`src/rtl/i2s_pkg.sv`:
```
// Shared constants for the I2S transmit path: word width, frame width and default BCLK divider.
package i2s_pkg;

   localparam int SAMPLE_W    = 16;
   localparam int FRAME_BITS  = 2 * SAMPLE_W;
   localparam int CLK_DIV_DEF = 32;

endpackage

```
`src/rtl/i2s_clk_gen.sv`:
```
// BCLK divider: toggles BCLK every CLK_DIV system clocks.
// The strobes flag the cycle whose closing CLK edge flips BCLK.
module i2s_clk_gen
   import i2s_pkg::*;
#(
   parameter int CLK_DIV = CLK_DIV_DEF
) (
   input  logic clk,
   input  logic rst_n,
   output logic bclk,
   output logic rise_stb,
   output logic fall_stb
);

   localparam int CNT_W = $clog2(CLK_DIV);

   logic [CNT_W-1:0] cnt_q, cnt_d;
   logic             bclk_q, bclk_d;
   logic             tc;

   always_comb begin
      tc     = (cnt_q == CNT_W'(CLK_DIV - 1));
      cnt_d  = tc ? '0 : cnt_q + 1'b1;
      bclk_d = tc ? ~bclk_q : bclk_q;
   end

   always_ff @(posedge clk or negedge rst_n) begin
      if (!rst_n) begin
         cnt_q  <= '0;
         bclk_q <= 1'b0;
      end else begin
         cnt_q  <= cnt_d;
         bclk_q <= bclk_d;
      end
   end

   assign bclk     = bclk_q;
   assign rise_stb = tc & ~bclk_q;
   assign fall_stb = tc & bclk_q;

endmodule

```
`src/rtl/i2s_serializer.sv`:
```
// Stereo I2S transmitter: one-entry pair buffer, 2*SAMPLE_W slot frame, MSB first with
// the standard one-BCLK data delay behind word select.
module i2s_serializer #(
   parameter int CLK_DIV  = i2s_pkg::CLK_DIV_DEF,
   parameter int SAMPLE_W = i2s_pkg::SAMPLE_W
) (
   input  logic                CLK,
   input  logic                Reset,
   input  logic [SAMPLE_W-1:0] sample_left,
   input  logic [SAMPLE_W-1:0] sample_right,
   input  logic                sample_valid,
   output logic                sample_ready,
   output logic                DAC_I2S_CLK,
   output logic                DAC_I2S_WS,
   output logic                DAC_I2S_DATA,
   output logic                underrun
);

   localparam int FRAME_W = 2 * SAMPLE_W;
   localparam int SLOT_W  = $clog2(FRAME_W);

   logic [SLOT_W-1:0]  slot_q, slot_d;
   logic [FRAME_W-1:0] shreg_q, shreg_d;
   logic [FRAME_W-1:0] buf_q, buf_d;
   logic               full_q, full_d;
   logic               ready_q, ready_d;
   logic               ws_q, ws_d;
   logic               data_q, data_d;
   logic               underrun_q, underrun_d;

   logic bclk, rise_stb, fall_stb;
   logic frame_start, accept;
   logic unused_rise;

   i2s_clk_gen #(
      .CLK_DIV (CLK_DIV)
   ) u_clk_gen (
      .clk      (CLK),
      .rst_n    (Reset),
      .bclk     (bclk),
      .rise_stb (rise_stb),
      .fall_stb (fall_stb)
   );

   // Everything here moves on BCLK falling edges; the rising strobe has no consumer.
   assign unused_rise = rise_stb;

   always_comb begin
      accept      = sample_valid & ready_q;
      frame_start = fall_stb & (slot_q == SLOT_W'(FRAME_W - 1));

      slot_d     = slot_q;
      shreg_d    = shreg_q;
      ws_d       = ws_q;
      data_d     = data_q;
      full_d     = full_q;
      buf_d      = buf_q;
      underrun_d = 1'b0;

      if (fall_stb) begin
         slot_d  = frame_start ? '0 : slot_q + 1'b1;
         ws_d    = (slot_d >= SLOT_W'(SAMPLE_W));
         // Top bit is the frame bit due one slot late; at frame start it is the old right LSB.
         data_d  = shreg_q[FRAME_W-1];
         shreg_d = {shreg_q[FRAME_W-2:0], 1'b0};
      end

      if (frame_start) begin
         shreg_d    = full_q ? buf_q : '0;
         full_d     = 1'b0;
         underrun_d = ~full_q;
      end

      // ready_q is low whenever the buffer is full, so a capture never collides with a load.
      if (accept) begin
         buf_d  = {sample_left, sample_right};
         full_d = 1'b1;
      end

      ready_d = ~full_d;
   end

   always_ff @(posedge CLK or negedge Reset) begin
      if (!Reset) begin
         slot_q     <= '0;
         shreg_q    <= '0;
         buf_q      <= '0;
         full_q     <= 1'b0;
         ready_q    <= 1'b0;
         ws_q       <= 1'b0;
         data_q     <= 1'b0;
         underrun_q <= 1'b0;
      end else begin
         slot_q     <= slot_d;
         shreg_q    <= shreg_d;
         buf_q      <= buf_d;
         full_q     <= full_d;
         ready_q    <= ready_d;
         ws_q       <= ws_d;
         data_q     <= data_d;
         underrun_q <= underrun_d;
      end
   end

   assign sample_ready = ready_q;
   assign DAC_I2S_CLK  = bclk;
   assign DAC_I2S_WS   = ws_q;
   assign DAC_I2S_DATA = data_q;
   assign underrun     = underrun_q;

endmodule

```
`config.mk`:
```
export PLATFORM = sky130hd
export DESIGN_NAME = i2s_serializer
export DESIGN_NICKNAME = d
export VERILOG_FILES = /design/src/rtl/i2s_pkg.sv /design/src/rtl/i2s_clk_gen.sv /design/src/rtl/i2s_serializer.sv
export SDC_FILE = /design/constraint.sdc
export NUM_CORES = 1
export LEC_CHECK = 0
export CAP_MARGIN = 20
export CORE_AREA = 2 2 102 104
export CTS_CLUSTER_DIAMETER = 80
export DETAILED_ROUTE_END_ITERATION = 8
export DIE_AREA = 0 0 104 106
export PLACE_DENSITY_LB_ADDON = 0.25
export SLEW_MARGIN = 20
export SYNTH_ARGS = -nofsm -noshare
export SYNTH_HDL_FRONTEND = slang
export SYNTH_HIERARCHICAL = 1
export SYNTH_SLANG_ARGS = --single-unit
```
`constraint.sdc`:
```
create_clock -name CLK -period 4.2 [get_ports CLK]
set_input_delay 0.63 -clock CLK [delete_from_list [all_inputs] [get_ports CLK]]
set_output_delay 0.63 -clock CLK [all_outputs]
set_load 0.02 [all_outputs]
```
* Word level (Yosys, flattened, before mapping) *
Index checks and enable logic that the tools add are counted.

cells by class
  add/sub/neg operators = 2
  $lt $le $gt $ge = 1
  eq/ne operators = 2
  mux-type cells = 8
  bitwise operators = 6
  reductions and logical operators = 1

operator list
  kind                   count
  $mux W32               3
  $add A5 B1 Y5 const B  2
  $eq A5 B5 Y1 const B   2
  $mux W5                2
  $ge A5 B5 Y1 const B   1
  $and A1 B1 Y1          3
  $mux W1                3
  $not A1 Y1             3
  $reduce_bool A2 Y1     1

storage, ports and cells
  bits in registers = 80
  output and inout port bits = 5
  logic and storage cells = 30

* Logic depth before layout (Yosys ltp) *
Gate-level depths: netlist of the first run.

  word-level depth = 6
  gate-level depth with buffers = 9
  depth with buffers taken out = 7

* Modules after synthesis *
The synthesis of the first run kept the hierarchy.

by module, submodules not included
  module          times used  cells an instance  area an instance (um2)
  i2s_serializer  1           278                3179.3
  i2s_clk_gen     1           19                 249.0

* Worst setup path before layout of the first run *
OpenSTA, ideal clock, no wires.

  kind = reg2reg
  start = register u_clk_gen.cnt_q[0]
  end = register slot_q[3]
  library setup time = 120 ps
  arrival = 1755 ps
  data required time = 4080 ps
  path slack = 2325 ps
  stages on the path, launching flop included = 9
  path buffers = 1
  period minus slack after synthesis = 1875 ps
  path through = dfrtp_1 ha_1 and3_1 ha_1 and2_1 buf_4 and2b_1 nor3b_1 a31o_1

between the ends
  cells in the longest elaborated chain, start to end = 4

RTL lines
  what                    line                  text
  start, declared         i2s_clk_gen.sv:17     logic [CNT_W-1:0] cnt_q, cnt_d;
  start signal, assigned  i2s_clk_gen.sv:32     cnt_q <= cnt_d;
  $eq A5 B5 Y1 *          i2s_clk_gen.sv:22     tc = (cnt_q == CNT_W'(CLK_DIV - 1));
  $and A1 B1 Y1 *         i2s_clk_gen.sv:39     assign fall_stb = tc & bclk_q;
  named net fall_stb      i2s_serializer.sv:31  logic bclk, rise_stb, fall_stb;
  $and A1 B1 Y1           i2s_serializer.sv:50  frame_start = fall_stb & (slot_q == SLOT_W'(FRAME_W - 1));
  $mux W5                 i2s_serializer.sv:61  slot_d = frame_start ? '0 : slot_q + 1'b1;
  end signal, assigned    i2s_serializer.sv:94  slot_q <= slot_d;
  end, declared           i2s_serializer.sv:22  logic [SLOT_W-1:0] slot_q, slot_d;

Mark *: on every way through the listed nets, which the timed path passes. The rest lies on a longest branch.
A chain may end at the register's enable or synchronous reset.

* Worst setup path after layout of the first run *
  start = register u_clk_gen.cnt_q[0]
  end = register shreg_q[1]

between the ends
  cells in the longest elaborated chain, start to end = 4

RTL lines
  what                                                   line                  text
  $eq A5 B5 Y1 *                                         i2s_clk_gen.sv:22
  $and A1 B1 Y1 *                                        i2s_clk_gen.sv:39
  named net fall_stb                                     i2s_serializer.sv:31
  $and A1 B1 Y1                                          i2s_serializer.sv:50
  $mux W32 / $reduce_bool A2 Y1 (equally long branches)  n/a
  end signal, assigned                                   i2s_serializer.sv:95  shreg_q <= shreg_d;
  end, declared                                          i2s_serializer.sv:23  logic [FRAME_W-1:0] shreg_q, shreg_d;

Marked as above.

==> results of run 1 <==
## final cells by class
| class | count | area (um^2) | area share (%) |
|---|---|---|---|
| clock inverters | 5 | 58.8 | 1.46 |
| flip-flops and latches | 79 | 1980 | 49.0 |
| inverters | 2 | 7.51 | 0.186 |
| multi-input cells | 193 | 1280 | 31.8 |
| well taps | 136 | 170 | 4.22 |
| repair buffers | 41 | 407 | 10.1 |
| clock buffers | 11 | 131 | 3.25 |
## metal layers
metal | global-route usage [%] | vias to the layer above | wire length [um]
met5 | 0 | - | 0
met4 | 3.47 | 0 | 67
met3 | 4.60 | 6 | 268
met2 | 19.8 | 31 | 2860
met1 | 14.9 | 1062 | 2910
li1 | - | 1088 | -
## power groups by stage
stage / registers, mW / logic (mW) / clock network, mW
2_1_floorplan: 0.775 / 0.000336 / 0
5_1_grt: 0.760 / 0.0513 / 0.605
3_3_place_gp: 0.775 / 0.0473 / 0
3_5_place_dp: 0.775 / 0.0475 / 0
4_1_cts: 0.760 / 0.0476 / 0.570
6_report: 0.760 / 0.0457 / 0.546
## metrics by stage
step | hold slack (ns) | power (mW) | cell area (um^2) | utilization, % | cells
final | 0.302 | 1.35 | 4040 | 40.4 | 467
after global routing | 0.362 | 1.42 | 4040 | 40.4 | 467
after CTS | 0.466 | 1.38 | 4030 | 40.3 | 467
after detailed placement | 0.456 | 0.822 | 3840 | 38.4 | 451
after global placement | 0.448 | 0.822 | 3840 | 38.4 | 451
after floorplan | 0.334 | 0.776 | 3420 | - | 296
## sequential cells by signal, summed over array words and instances, names as in the netlist, 5 cells and up
register / cells
shreg_q: 32
u_clk_gen/cnt_q: 5
buf_q: 32
slot_q: 5
## worst register-to-register path, delay by kind of cell (launching register included)
family	cells	cell delay [ns]
simple gates	2	0.81
fa+ha+maj	2	0.44
buf+inv	1	0.43
flops	1	0.37
compound gates	2	0.32
## final timing paths
path | end | slack, ns | cells after the start
max | shreg_q[1]$_DFFE_PN0P_ | 1.74 | 7
min | buf_q[24]$_DFFE_PN0P_ | 0.30 | 1
max reg2reg | shreg_q[1]$_DFFE_PN0P_ | 1.74 | 7
min reg2reg | u_clk_gen/cnt_q[0]$_DFF_PN0_ | 0.46 | 1
max in group asynchronous | full_q$_DFF_PN0_ | 3.37 | 1
min in group CLK | u_clk_gen/cnt_q[0]$_DFF_PN0_ | 0.46 | 1
==> run metrics, run 1 <==
status=finished clean; max incr delay on CP=around 0.65 ns; max_slew headroom=45.8%; sw power=a little under 0.3 mW; Detail Route Antenna Nets=0; CTS max path bufs=2; pin count of the biggest net entering global routing=80; maxcap violations=0; internal power=between 1 and 1.5 mW; Most common cell on crit path=ha_1; Critical Path Start=u_clk_gen/cnt_q[0]$_DFF_PN0_; pre-CTS setup slack=around 1.7 ns; vias post-DR=roughly 2,200; CP required=4.44 ns; share of cells above drive strength 1=17.2%; Core Area=roughly 10000 um^2; Mapped Cells=approximately 300; sum of buffers and inverters on the critical path=1; First-pass DRT Iterations=4; row count=37; global-route wire length before repair=roughly 11 mm; Setup crit end kind=register; DRC viols=0; FILL cells=between 900 and 1,000; PortBufs=39; Die Ht=106 um; Min Clock Period, post-route=2.46 ns; Final TNS setup=0 ns; Sink Count=79; Post-Route WL=approximately 6.1 mm; Hold-fix buffers, CTS=0; final period utilization=about three fifths; PostCTS Resize Cnt=0; worst r2r src=u_clk_gen/cnt_q[0]$_DFF_PN0_; DP HPWL=approximately 3.7 mm; Setup CP Type=register to register; Comb power frac=3.4%; sequential power share=56.2%; Worst IR Drop VDD=between 0.15 and 0.2 mV; WL/cell=~13 um; Inserted Clock Buffers=9; CTS tree=done; H-tree Lvls=3; clock group share of total power=40.4%; Cell Chain, Critical Path=ha_1 > and3_1 > ha_1 > and2_2 > buf_4 > o21ai_0 > o22a_1; P&R area growth vs syn=18.0%; final setup fails=0; grt total ovfl=0; unrepaired setup endpoints after global routing=no; startpoint types=register; most common cell after layout, fill and taps aside=dfrtp_1; Die ar.=~11,000 um^2; Syn Nets=335; initial core utilization=between 30% and 40%; syn avg cell area=11.6 um^2; routability congestion estimate=0.665; pins over their slew limit=0; initial antenna violation count=0; Post-CTS Setup Inserts=0; Tightest Pin Transition=0.811 ns; GRT Resource Usage Total=around an eighth; Top delay family on crit path=simple AND/OR/NAND/NOR gates; CP arrival=roughly 2.7 ns; cell area after synthesis=roughly 3400 um^2; Clock transition at path regs=0.08 ns; Post-Route Skew=roughly 0.012 ns; Yosys warning count=6; Sw Ratio=about a fifth; I/O pin total=40; highest clock rate=a little over 400 MHz; PnR worst setup slack=between 1.5 and 2 ns; Max FO, Critical Path=42; Pwr per Cell Area=about 330 nW/um^2; vias in the first global route=between 2,000 and 2,500; drt via density=4.68; # nets final=between 300 and 400; Die Wd=104 um; Pleak=between 1.5 and 2 nW; type of the most critical hold path=input pin to asynchronous set/reset pin; most frequent cells in the layout=dfrtp_1 (78), clkdlybuf4s50_1 (38), nor2_1 (35), mux2_2 (35), nand3_1 (32); Root Buffer=clkbuf_8; final hold vios=0; Starting DRT DRC Count=90; clock latency on the worst-skew pair=~0.35 ns; ant diodes=0; crit path max-delay cell type=and2_2
(Power assumes the default switching activity.)
==> run 2, diff against run 1 <==
==> constraint.sdc (replaced) <==
create_clock -name CLK -period 2.06 [get_ports CLK]
set_input_delay 0.309 -clock CLK [delete_from_list [all_inputs] [get_ports CLK]]
set_output_delay 0.309 -clock CLK [all_outputs]
set_load 0.02 [all_outputs]
==> run metrics, run 2 (same netlist as run 1, synthesis figures left out) <==
Post-Route WL=6.03 mm (-1.3%); P&R area growth vs syn=21.4%; CTS tree=done; Pleak=1.84 nW (+3.7%); Die Ht=106 um (unchanged); pre-CTS setup slack=0.263 ns (-1.46 ns); FF-to-FF path depth=7 (unchanged); Setup crit end kind=register; max_slew headroom=70.3% (+25 points); Die Wd=104 um (unchanged); H-tree Lvls=3 (unchanged); I/O pin total=40 (unchanged); Tightest Pin Transition=0.446 ns (-0.365 ns); clock latency on the worst-skew pair=0.35 ns (about the same); vias post-DR=2,234 (+2.1%); ant diodes=0 (unchanged); final period utilization=87.6% (+29 points); Post-Place Cell Area=3940 um^2 (+2.5%); Core Area=10000 um^2 (unchanged); Post-Layout Cell Count=476 (+1.9%); Pwr per Cell Area=689 nW/um^2 (+110%); First-pass DRT Iterations=4 (unchanged); Final Instance Area=4150 um^2 (+2.9%); Sink Count=79 (unchanged); Starting DRT DRC Count=86 (-4.4%); share of cells above drive strength 1=18.5% (+1.3 points); WL/cell=12.7 um (-3.1%); global-route wire length before repair=10.1 mm (-5.6%); PnR worst setup slack=0.256 ns (-1.48 ns); pins over their slew limit=0 (unchanged); highest clock rate=554 MHz (+36%); Inserted Clock Buffers=9 (unchanged); Final TNS setup=0 ns (unchanged); Min Clock Period, post-route=1.80 ns (-0.658 ns); GRT Resource Usage Total=11.5% (-0.55 points); most common cell after layout, fill and taps aside=dfrtp_1; Root Buffer=clkbuf_8; DP Cell Count=459 (+1.8%); pin count of the biggest net entering global routing=49 (-39%); CP arrival=2.04 ns (-0.66 ns); Post-Route Skew=0.0119 ns (+0.000223 ns); CP required=2.29 ns (-2.15 ns); PostCTS Resize Cnt=0 (unchanged); type of the most critical hold path=input pin to asynchronous set/reset pin; row count=37 (unchanged); initial antenna violation count=0 (unchanged); grt total ovfl=0 (unchanged); initial core utilization=34.2% (unchanged); biggest regs=buf_q x32, shreg_q x32; PortBufs=39 (unchanged); Max FO, Critical Path=6 (-86%); Setup CP Type=register to register; vias in the first global route=2,117 (-5.2%); maxcap violations=0 (unchanged); Detail Route Antenna Nets=0 (unchanged); DRC viols=0 (unchanged); Die ar.=11,000 um^2 (unchanged); CTS max path bufs=2 (unchanged); final setup fails=0 (unchanged); most frequent cells in the layout=dfrtp_1 (79), clkdlybuf4s50_1 (38), nor2_1 (35), mux2_2 (35), nand3_1 (32); startpoint types=register; routability congestion estimate=0.780 (+17%); drt via density=4.69 (+0.22%); status=finished clean; Worst IR Drop VDD=0.356 mV (+130%); DP HPWL=3.97 mm (+6.2%); final hold vios=0 (unchanged); # nets final=374 (+2.5%); Clock transition at path regs=0.08 ns (about the same); unrepaired setup endpoints after global routing=no
==> run 2: cell types whose count changed in the layout (fill, tap and decap cells not counted), sizes merged <==
cell / delta
buf: +8
bufinv: +1
clkbuf: +1
clkinvlp: -2
dlygate4sd3: +1
==> run 2: final timing paths <==
kind                                               from                            to  slack [ns]
max                        u_clk_gen/cnt_q[0]$_DFF_PN0_         slot_q[3]$_DFFE_PN0P_        0.26
min                                               Reset         buf_q[24]$_DFFE_PN0P_        0.32
max reg2reg                u_clk_gen/cnt_q[0]$_DFF_PN0_         slot_q[3]$_DFFE_PN0P_        0.26
min reg2reg                u_clk_gen/cnt_q[0]$_DFF_PN0_  u_clk_gen/cnt_q[0]$_DFF_PN0_        0.46
max in group asynchronous                         Reset        shreg_q[7]$_DFFE_PN0P_        1.08
min in group CLK           u_clk_gen/cnt_q[0]$_DFF_PN0_  u_clk_gen/cnt_q[0]$_DFF_PN0_        0.46
==> run 2: power breakdown <==
| group | internal [mW] | switching (mW) | total (mW) |
|---|---|---|---|
| logic | 0.0620 | 0.0383 | 0.100 |
| clock network | 0.681 | 0.532 | 1.21 |
| registers | 1.55 | 0 | 1.55 |
==> run 2: final cells by class <==
type / count / area, um^2
fillers: 976 / 5850
clock buffers: 12 / 135
multi-input cells: 193 / 1280
repair buffers: 50 / 510
inverters: 2 / 7.51
flip-flops and latches: 79 / 1980
clock inverters: 4 / 70.1
well taps: 136 / 170
==> run 2: critical path, cell delays in order, from the launching register on <==
cell     delay [ns]
dfrtp_1        0.40
ha_1           0.23
and3_1         0.18
ha_1           0.18
and2_2         0.22
and2b_1        0.19
nor3b_1        0.14
a31o_1         0.17
==> run 2: timing repair <==
action                    CTS  global route
hold endpoints to repair   35             0
hold buffers                1             0
setup buffers               0             0
==> run 2: per-layer routing <==
metal | track usage [%] | up-vias | share of wire [%]
met3 | 2.82 | 9 | 4.0
met5 | 0 | - | 0
li1 | - | 1103 | -
met2 | 17.0 | 39 | 46
met4 | 5.79 | 0 | 1.6
met1 | 15.8 | 1083 | 49
==> run 2: through the flow <==
step / util, % / power [mW] / hold slack, ns
after floorplan: - / 1.58 / 0.0134
after global placement: 39.4 / 1.68 / 0.140
after detailed placement: 39.4 / 1.68 / 0.140
after CTS: 41.5 / 2.91 / 0.303
after global routing: 41.5 / 2.98 / 0.339
final: 41.5 / 2.86 / 0.319
